### src/rtl/bcd_addsub_seq_pkg.sv
// Shared state encodings and BCD constants for the digit-serial BCD adder/subtractor.
package bcd_addsub_seq_pkg;

  typedef enum logic [1:0] {
    ST_IDLE = 2'd0,
    ST_RUN  = 2'd1,
    ST_DONE = 2'd2
  } state_t;

  localparam logic [3:0] BCD_MAX = 4'd9;
  localparam logic [3:0] ADJ_ADD = 4'd6;
  localparam logic [3:0] ADJ_SUB = 4'd10;

endpackage

### src/rtl/bcd_addsub_seq_digit.sv
// One decimal digit of add/subtract with 6502 carry semantics (carry = no borrow on subtract).
module bcd_digit_addsub
  import bcd_addsub_seq_pkg::*;
(
  input  logic [3:0] a,
  input  logic [3:0] b,
  input  logic       cin,
  input  logic       sub,
  output logic [3:0] sum,
  output logic       cout,
  output logic       bad
);

  logic [4:0] raw_add;
  logic [5:0] raw_sub;

  // Non-BCD digits fall through the same formulas, truncated mod 16.
  always_comb begin
    raw_add = {1'b0, a} + {1'b0, b} + {4'b0, cin};
    raw_sub = {2'b0, a} - {2'b0, b} - {5'b0, ~cin};
    bad     = (a > BCD_MAX) || (b > BCD_MAX);
    sum     = raw_add[3:0];
    cout    = 1'b0;
    if (sub) begin
      if (raw_sub[5]) begin
        sum  = raw_sub[3:0] + ADJ_SUB;
        cout = 1'b0;
      end else begin
        sum  = raw_sub[3:0];
        cout = 1'b1;
      end
    end else if (raw_add > {1'b0, BCD_MAX}) begin
      sum  = raw_add[3:0] + ADJ_ADD;
      cout = 1'b1;
    end
  end

endmodule

### src/rtl/bcd_addsub_seq.sv
// Digit-serial packed-BCD adder/subtractor: one nibble per clock, LSD first, start/done handshake.
module bcd_addsub_seq
  import bcd_addsub_seq_pkg::*;
#(
  parameter int DIGITS = 4
) (
  input  logic                  clk,
  input  logic                  rst_n,
  input  logic                  start,
  input  logic                  sub,
  input  logic                  cin,
  input  logic [4*DIGITS-1:0]   a,
  input  logic [4*DIGITS-1:0]   b,
  output logic                  busy,
  output logic                  done,
  output logic [4*DIGITS-1:0]   result,
  output logic                  cout,
  output logic                  zero,
  output logic                  invalid
);

  localparam int W     = 4 * DIGITS;
  localparam int IDX_W = (DIGITS > 1) ? $clog2(DIGITS) : 1;

  state_t             state_q, state_d;
  logic [IDX_W-1:0]   idx_q, idx_d;
  logic [W-1:0]       a_q, a_d, b_q, b_d, result_q, result_d;
  logic               sub_q, sub_d, carry_q, carry_d;
  logic               cout_q, cout_d, zero_q, zero_d, invalid_q, invalid_d;

  logic               accept, last;
  logic [3:0]         op_a, op_b, dig_sum;
  logic               dig_cout, dig_bad;

  assign accept = start && (state_q != ST_RUN);
  assign last   = (idx_q == IDX_W'(DIGITS - 1));

  bcd_digit_addsub u_digit (
    .a    (op_a),
    .b    (op_b),
    .cin  (carry_q),
    .sub  (sub_q),
    .sum  (dig_sum),
    .cout (dig_cout),
    .bad  (dig_bad)
  );

  always_comb begin
    op_a = '0;
    op_b = '0;
    for (int i = 0; i < DIGITS; i++) begin
      if (idx_q == IDX_W'(i)) begin
        op_a = a_q[i*4 +: 4];
        op_b = b_q[i*4 +: 4];
      end
    end
  end

  always_ff @(posedge clk) begin
    if (!rst_n) begin
      state_q <= ST_IDLE;
    end else begin
      state_q <= state_d;
    end
  end

  always_comb begin
    state_d = state_q;
    unique case (state_q)
      ST_IDLE: if (start) state_d = ST_RUN;
      ST_RUN:  if (last)  state_d = ST_DONE;
      ST_DONE: state_d = start ? ST_RUN : ST_IDLE;
      default: state_d = ST_IDLE;
    endcase
  end

  always_comb begin
    busy = (state_q == ST_RUN);
    done = (state_q == ST_DONE);
  end

  // cout and zero are only committed on the last digit so they stay stable through DONE and after.
  always_comb begin
    a_d       = a_q;
    b_d       = b_q;
    sub_d     = sub_q;
    carry_d   = carry_q;
    idx_d     = idx_q;
    result_d  = result_q;
    invalid_d = invalid_q;
    cout_d    = cout_q;
    zero_d    = zero_q;
    if (accept) begin
      a_d       = a;
      b_d       = b;
      sub_d     = sub;
      carry_d   = cin;
      idx_d     = '0;
      result_d  = '0;
      invalid_d = 1'b0;
      cout_d    = 1'b0;
      zero_d    = 1'b0;
    end else if (state_q == ST_RUN) begin
      for (int i = 0; i < DIGITS; i++) begin
        if (idx_q == IDX_W'(i)) result_d[i*4 +: 4] = dig_sum;
      end
      carry_d   = dig_cout;
      invalid_d = invalid_q | dig_bad;
      idx_d     = idx_q + 1'b1;
      if (last) begin
        cout_d = dig_cout;
        zero_d = (result_d == '0);
      end
    end
  end

  always_ff @(posedge clk) begin
    if (!rst_n) begin
      a_q       <= '0;
      b_q       <= '0;
      sub_q     <= 1'b0;
      carry_q   <= 1'b0;
      idx_q     <= '0;
      result_q  <= '0;
      invalid_q <= 1'b0;
      cout_q    <= 1'b0;
      zero_q    <= 1'b0;
    end else begin
      a_q       <= a_d;
      b_q       <= b_d;
      sub_q     <= sub_d;
      carry_q   <= carry_d;
      idx_q     <= idx_d;
      result_q  <= result_d;
      invalid_q <= invalid_d;
      cout_q    <= cout_d;
      zero_q    <= zero_d;
    end
  end

  assign result  = result_q;
  assign cout    = cout_q;
  assign zero    = zero_q;
  assign invalid = invalid_q;

endmodule

### config.mk
export PLATFORM = sky130hd
export DESIGN_NAME = bcd_addsub_seq
export DESIGN_NICKNAME = d
export VERILOG_FILES = /design/src/rtl/bcd_addsub_seq_pkg.sv /design/src/rtl/bcd_addsub_seq_digit.sv /design/src/rtl/bcd_addsub_seq.sv
export SDC_FILE = /design/constraint.sdc
export NUM_CORES = 1
export LEC_CHECK = 0
export CELL_PAD_IN_SITES_DETAIL_PLACEMENT = 0
export CELL_PAD_IN_SITES_GLOBAL_PLACEMENT = 1
export CORE_MARGIN = 2
export CORE_UTILIZATION = 42
export CTS_CLUSTER_SIZE = 20
export DETAILED_ROUTE_END_ITERATION = 12
export HOLD_SLACK_MARGIN = 0.1
export PLACE_DENSITY = 0.95
export SETUP_SLACK_MARGIN = 0.15
export SLEW_MARGIN = 20
export SYNTH_ARGS = -nofsm -noshare
export SYNTH_HDL_FRONTEND = slang
export SYNTH_SLANG_ARGS = --single-unit
### constraint.sdc
create_clock -name clk -period 12.9 [get_ports clk]
set_input_delay 1.935 -clock clk [delete_from_list [all_inputs] [get_ports clk]]
set_output_delay 1.935 -clock clk [all_outputs]
set_load 0.02 [all_outputs]
After elaboration in Yosys (flattened, before gate mapping). Cells that the tools add are included.

Add/sub/neg operators: 7. Magnitude comparators: 3. Eq/ne operators: 8. Multiplexer cells: 32. Bitwise gates (word level): 3. Reductions and logical operators: 9.

Operators by type and width (count): 4-bit 2-to-1 mux (23); 16-bit logical NOT (1); 4-bit > comparator (second input constant) (2); 2-bit equality test (second input constant) (3); 1-bit 2-to-1 mux (6); 2-bit case mux with 3 select lines (1); 6-bit by 1-bit subtractor with 6-bit output (1); 4-bit by 4-bit adder with 5-bit output (1); 5-bit by 1-bit adder with 5-bit output (1); 5-bit by 4-bit > comparator with 1-bit output (second input constant) (1); 4-bit by 4-bit subtractor with 5-bit output (1); 4-bit by 3-bit adder with 4-bit output (second input constant) (1); 4-bit adder (second input constant) (1); 2-bit by 1-bit equality test with 1-bit output (second input constant) (2); 2-bit logical NOT (2); 2-bit 2-to-1 mux (2); 2-bit by 1-bit inequality test with 1-bit output (second input constant) (2); 2-bit AND reduction (2); 2-bit by 1-bit adder with 2-bit output (second input constant) (1); 2-bit inequality test (second input constant) (1); 1-bit inverter (2); 2-bit nonzero test (1); 2-bit OR reduction (1); 1-bit logical AND (1); 2 further kinds (2).

Register bits after elaboration: 57. Input bits: 37. Output and inout port bits: 21. Logic and storage cells: 72.

Depth between registers and ports, before layout.
Depth after elaboration: 14. Depth in mapped cells: 22. Gate-level depth less buffers: 21.

By module. From an unflattened synthesis, not the netlist that was laid out.

Cell total of the unflattened synthesis: 393. Area total of the unflattened synthesis: 3180.6 um^2.

By module, submodules not included: bcd_addsub_seq (instances 1, cells each 313, area an instance 2577.5 um^2, sequential area each 1141.1 um^2); bcd_digit_addsub (instances 1, cells each 80, area an instance 603.1 um^2, sequential area each 0.0 um^2).

Worst setup path after synthesis. No wires, ideal clock.

Path kind: register to register. From: register idx_q[0]. To: register zero_q (netlist: zero). Library setup time: 88 ps. Arrival: 4451 ps. Data required time: 12812 ps. Slack: 8361 ps. Cell stages (with the launch flop): 21. Path buffers: 2. Clock period less this slack: 4539 ps. Path through: dfxtp_1 -> ha_1 -> clkbuf_1 -> clkbuf_1 -> nand3b_1 -> a21oi_1 -> a21oi_1 -> nor2_1 -> a21oi_1 -> inv_1 -> ha_1 -> or2_2 -> fa_1 -> xnor2_1 -> ha_1 -> nor2b_1 -> a21oi_1 -> a31o_2 -> or3_1 -> a221o_1 -> nor4_2.

Cells in the longest elaborated chain, start to end: 14. Elaborated cells on any way between the ends: 36. Classes of those cells: add/sub: 6; order compare: 1; eq/ne: 3; mux: 23; reduce/logical: 3.

Ends and longest elaborated chain: start, declared (RTL line bcd_addsub_seq.sv:26) `logic [IDX_W-1:0] idx_q, idx_d;`; start signal, assigned (RTL line bcd_addsub_seq.sv:133) `idx_q <= idx_d;`; 2-bit logical NOT (RTL line bcd_addsub_seq.sv:52, bcd_addsub_seq.sv:105); 4-bit 2-to-1 mux (4 in a row) (RTL line bcd_addsub_seq.sv:52) `if (idx_q == IDX_W'(i)) begin`; 4-bit by 4-bit subtractor with 5-bit output / 4-bit by 4-bit adder with 5-bit output (equally long branches) (RTL line bcd_addsub_seq_digit.sv:20, bcd_addsub_seq_digit.sv:19); 6-bit by 1-bit subtractor with 6-bit output / 5-bit by 1-bit adder with 5-bit output (equally long branches) (RTL line bcd_addsub_seq_digit.sv:20, bcd_addsub_seq_digit.sv:19); 4-bit adder (tied with other cells) (RTL line bcd_addsub_seq_digit.sv:26) `sum = raw_sub[3:0] + ADJ_SUB;`; 4-bit 2-to-1 mux, on equally long branches (RTL line bcd_addsub_seq_digit.sv:25, bcd_addsub_seq_digit.sv:32); 4-bit 2-to-1 mux (RTL line bcd_addsub_seq_digit.sv:24) `if (sub) begin`; 4-bit 2-to-1 mux (RTL line bcd_addsub_seq.sv:105) `if (idx_q == IDX_W'(i)) result_d[i*4 +: 4] = dig_sum;`; 4-bit 2-to-1 mux (RTL line bcd_addsub_seq.sv:103) `end else if (state_q == ST_RUN) begin`; 4-bit 2-to-1 mux (RTL line bcd_addsub_seq.sv:93) `if (accept) begin`; 16-bit logical NOT (RTL line bcd_addsub_seq.sv:112) `zero_d = (result_d == '0);`; end signal, assigned (RTL line bcd_addsub_seq.sv:137) `zero_q <= zero_d;`; end, declared (RTL line bcd_addsub_seq.sv:29) `logic cout_q, cout_d, zero_q, zero_d, invalid_q, invalid_d;`.

Parallel ways exist; a longest one is shown, timed or not. The select of a mux whose other input is x is not followed. A chain may end at the register's enable or synchronous reset.

Worst setup path after layout.
From: register idx_q[1]. To: register zero_q (netlist: zero).

Same word-level chain as after synthesis.

==> summary.md <==
The run finished with clean final reports. For the CTS sink count, the log shows 57. Source of the critical timing path: idx_q[1]$_SDFFE_PP0P_. On the final layout, the worst clock skew is 8.01 ps. The number of different library cells used by synthesis comes to 51. After detailed routing, the average wire length per cell comes to 13.7 um. The total count of hold-check failures in the final report is 0. The tools report the buffer type at the clock tree root as sky130_fd_sc_hd__clkbuf_8. Counting flops with an async set or reset pin after synthesis yields a share of 0%. The logs give 729 for the filler cell count in the final layout and 2576 for the via count of the first global-routing pass.

The setup slack of the critical path after layout was 7950 ps. The routed layout has 2848 vias. The library cell used most frequently in the layout, excluding fill and tap cells, is sky130_fd_sc_hd__nand2_1.

Using the TritonRoute via totals, the vias-per-cell ratio works out to 5.19. The clock-pin slew reported for the worst setup and hold paths after clock tree synthesis works out to 70 ps. The cell area after synthesis is 3190 um2.

Measured against its own limit, the worst slew margin works out to 34.8%. In this run, synthesis produced a sequential element count of 57. Sorting the synthesized cells by area gives the leading types as sky130_fd_sc_hd__dfxtp_1 (36%), sky130_fd_sc_hd__nand2_1 (11%), sky130_fd_sc_hd__a21boi_0 (8.0%). Setup violations remaining at the end of the flow were counted as 0. The violation count after the first detailed-routing iteration is 111. The insertion delay to the later sink of the worst-skew pair is 340 ps. In this run the worst hold path is classified as reg2reg. The floorplan step set the die width to 91.1 um.

The die covers 8300 um2. For this run, design rule violations remaining after detail routing come to 0. For this run, the number of Yosys warnings is 0. For this run, the leading register cell type out of synthesis is sky130_fd_sc_hd__dfxtp_1. The region available for standard cell placement spans 7290 um2.

The antenna diode count was 0. In the final layout, the multi-input gates occupy 1880 um2. The library cell with the largest summed area after synthesis was sky130_fd_sc_hd__dfxtp_1. The initialized floorplan defines 31 standard-cell rows. The number of nets still failing antenna checks after routing is 0, and the number of gates resized after cts is 0. Remaining global-route overflow: 0. Counting every net in the synthesized netlist gives 457. The post-place setup slack came out at 8020 ps. The most frequent cell on the critical path is sky130_fd_sc_hd__a21oi_1. The HPWL after detailed placement is 5440 um, and the initial antenna violation count is 0.

Once the floorplan was initialized, standard cells occupied 43.7% of the core. Synthesis produced 401 cells. The register area was 1140 um2; the fmax was 202 MHz. The tool flagged a number of max-cap violations equal to 0.

The global routing usage summed across all routing layers is 18.1%. STA classifies the critical path endpoint as a flop. The actual transition at the worst max-transition pin works out to 967 ps.

The kind of critical path was reg2reg. The depth of the CTS H-tree is 3, and the number of flops mapped to enable cells by yosys is 0. The number of cell instances on the worst register-to-register path is 19, and the global-route wire length before repair is 12100 um.

Dividing the final minimum period by the clock period gives 38.4%. After synthesis, the mean cell area works out to 7.95 um2. Relative area change from synthesis to final layout: 25.0%.

Layout net count: 501. The share of the core filled with cells in the final layout came out at 54.6%. STA classifies the critical path startpoint as a flop. The signal on the critical path passes through inv_1 -> ha_1 -> nand3b_1 -> a21oi_1 -> a21oi_1 -> nor2_1 -> a21oi_1 -> xnor2_1 -> ha_1 -> or2_2 -> fa_1 -> xnor2_1 -> ha_1 -> nor2b_1 -> a21oi_1 -> a31o_2 -> nor3_2 -> a221oi_1 -> nor4_2. The maximum number of pins on one net before global-route repair was 38; the count of buffers from port buffering was 57.

The clock passes through at most 2 buffers. The largest single stage delay on the critical path is 630 ps. For flop-to-flop paths, the worst setup slack is 7950 ps.

Clock tree synthesis inserted a total of 9 buffers. The run gives 0 as the post-CTS setup repair buffer count. For this design, the CTS-stage hold fixing added 0 buffers. The last element of the critical path was zero$_SDFFE_PP0P_. The tools report the number of pins exceeding their max-slew limit in the final report as 0. Sequential elements use 35.8% of the synthesized area. After layout, the minimum clock period comes to 4950 ps. Summed over all failing endpoints, the final setup total negative slack is 0 ps.

Slowest library cell on the worst path: sky130_fd_sc_hd__ha_1. Detailed-routing iteration count for the pre-antenna-repair pass: 4. At the worst endpoint, the required time is 13160 ps. For this design the top-level I/O count stands at 58.

Startpoint of the worst-slack reg-to-reg timing path: idx_q[1]$_SDFFE_PP0P_. For this design the ratio of total power to cell area is 124 nW/um2. For the final weighted congestion of routability-driven global placement, the log shows 0.841.

In this run the worst path has a maximum fanout of 22. The total power came out at 496 uW. In the layout the commonest cells are sky130_fd_sc_hd__nand2_1 (91), sky130_fd_sc_hd__dfxtp_1 (57), sky130_fd_sc_hd__clkdlybuf4s50_1 (56), sky130_fd_sc_hd__a21boi_0 (34). The height of the die works out to 91.1 um. Data on the critical path arrives at its endpoint at 5210 ps. The worst-case vdd ir drop was 0.0454 mV.

TritonCTS built the clock tree. Capture point of the worst reg-to-reg path: zero$_SDFFE_PP0P_. Of the cells placed in the final design, the portion with a size suffix greater than 1 is 6.89%.

In this run the static leakage power is 0.00151 uW. For the final routed wirelength across all metal layers, the log shows 7510 um. Setup repair after global routing left no endpoint under its margin. The share of synthesized area in the top cell type comes to 35.8%.
==> worst max-delay path: cells and delay by family (launching register included) <==
family                     cells  cell delay, ps
buffers and inverters          1              80
and+or+nand+nor                6            1410
xor gates and xnor gates       2             430
adders and majority gates      4            1480
DFF                            1             340
AOI/OAI and AO/OA              6            1110
==> worst min path at each step <==
| stage | from | to | slack [ps] | cells past startpoint |
|---|---|---|---|---|
| 2_1_floorplan | b_q[1]$_SDFFE_PN0P_ | b_q[1]$_SDFFE_PN0P_ | 440 | 2 |
| 3_3_place_gp | result[15]$_SDFFE_PP0P_ | result[15]$_SDFFE_PP0P_ | 450 | 2 |
| 3_5_place_dp | cout$_SDFFE_PP0P_ | cout$_SDFFE_PP0P_ | 450 | 2 |
| 4_1_cts | cout$_SDFFE_PP0P_ | cout$_SDFFE_PP0P_ | 450 | 2 |
| 5_1_grt | result[15]$_SDFFE_PP0P_ | result[15]$_SDFFE_PP0P_ | 480 | 2 |
| 6_report | cout$_SDFFE_PP0P_ | cout$_SDFFE_PP0P_ | 450 | 2 |
==> area by class of cell <==
cell class	count	area share (%)
Clock buffer	11	3.55
Clock inverter	5	1.35
Inverter	18	1.70
Multi-Input combinational cell	301	47.3
Sequential cell	57	28.6
Tap cell	99	3.11
Timing Repair Buffer	58	14.4
==> cells in the mapped netlist (4+ instances only) <==
library cell / n
sky130_fd_sc_hd__a211oi_1: 14
sky130_fd_sc_hd__a21boi_0: 34
sky130_fd_sc_hd__a21oi_1: 24
sky130_fd_sc_hd__a221oi_1: 5
sky130_fd_sc_hd__and2_1: 6
sky130_fd_sc_hd__clkbuf_1: 22
sky130_fd_sc_hd__dfxtp_1: 57
sky130_fd_sc_hd__ha_1: 17
sky130_fd_sc_hd__inv_1: 17
sky130_fd_sc_hd__mux2i_1: 7
sky130_fd_sc_hd__nand2_1: 92
sky130_fd_sc_hd__nand3b_1: 4
sky130_fd_sc_hd__nor2_1: 25
sky130_fd_sc_hd__nor2b_1: 12
sky130_fd_sc_hd__nor3_1: 6
sky130_fd_sc_hd__o21ai_0: 8
sky130_fd_sc_hd__xnor2_1: 7
==> metrics by stage <==
stage / cell area (um2) / cells / hold slack [ps]
finish: 3980 / 549 / 454
global route: 3980 / 549 / 483
CTS: 3990 / 549 / 455
detailed placement: 3790 / 533 / 445
global placement: 3790 / 533 / 446
floorplan: 3190 / 401 / 439
==> state kept, by name, summed over array words and instances (netlist names) <==
name / count
a_q: 16
b_q: 16
result: 16
idx_q: 2
state_q: 2
carry_q: 1
cout: 1
invalid: 1
sub_q: 1
zero: 1
==> cell families (layout without fill, tap and decap cells) <==
group           Yosys count  count (layout)  synth area share (%)
compound gates          105             105                  23.3
xor+xnor                  8               8                  2.20
fa+ha+maj                19              19                  7.93
buf+inv                  43              92                  5.30
flops                    57              57                  35.8
mux                       7               7                  2.20
simple gates            162             162                  23.3
==> per-layer routing <==
metal  up-vias  GRT usage, %  share of wire (%)  routed length (um)
met4         0          8.21                1.7                 130
met3        10          2.90                4.8                 361
met1      1291          23.1                 46                3490
li1       1461             -                  -                   -
met5         -             0                  0                   0
met2        86          30.1                 47                3530
==> power by group <==
group | internal (uW) | total (uW) | leakage [uW] | switching [uW]
logic | 59.5 | 137 | 0.000943 | 77.5
clock network | 94.1 | 169 | 0.000103 | 74.8
registers | 184 | 190 | 0.000465 | 5.51
total | 338 | 496 | 0.00151 | 158
Note: power is estimated with default switching activity, not from simulation.
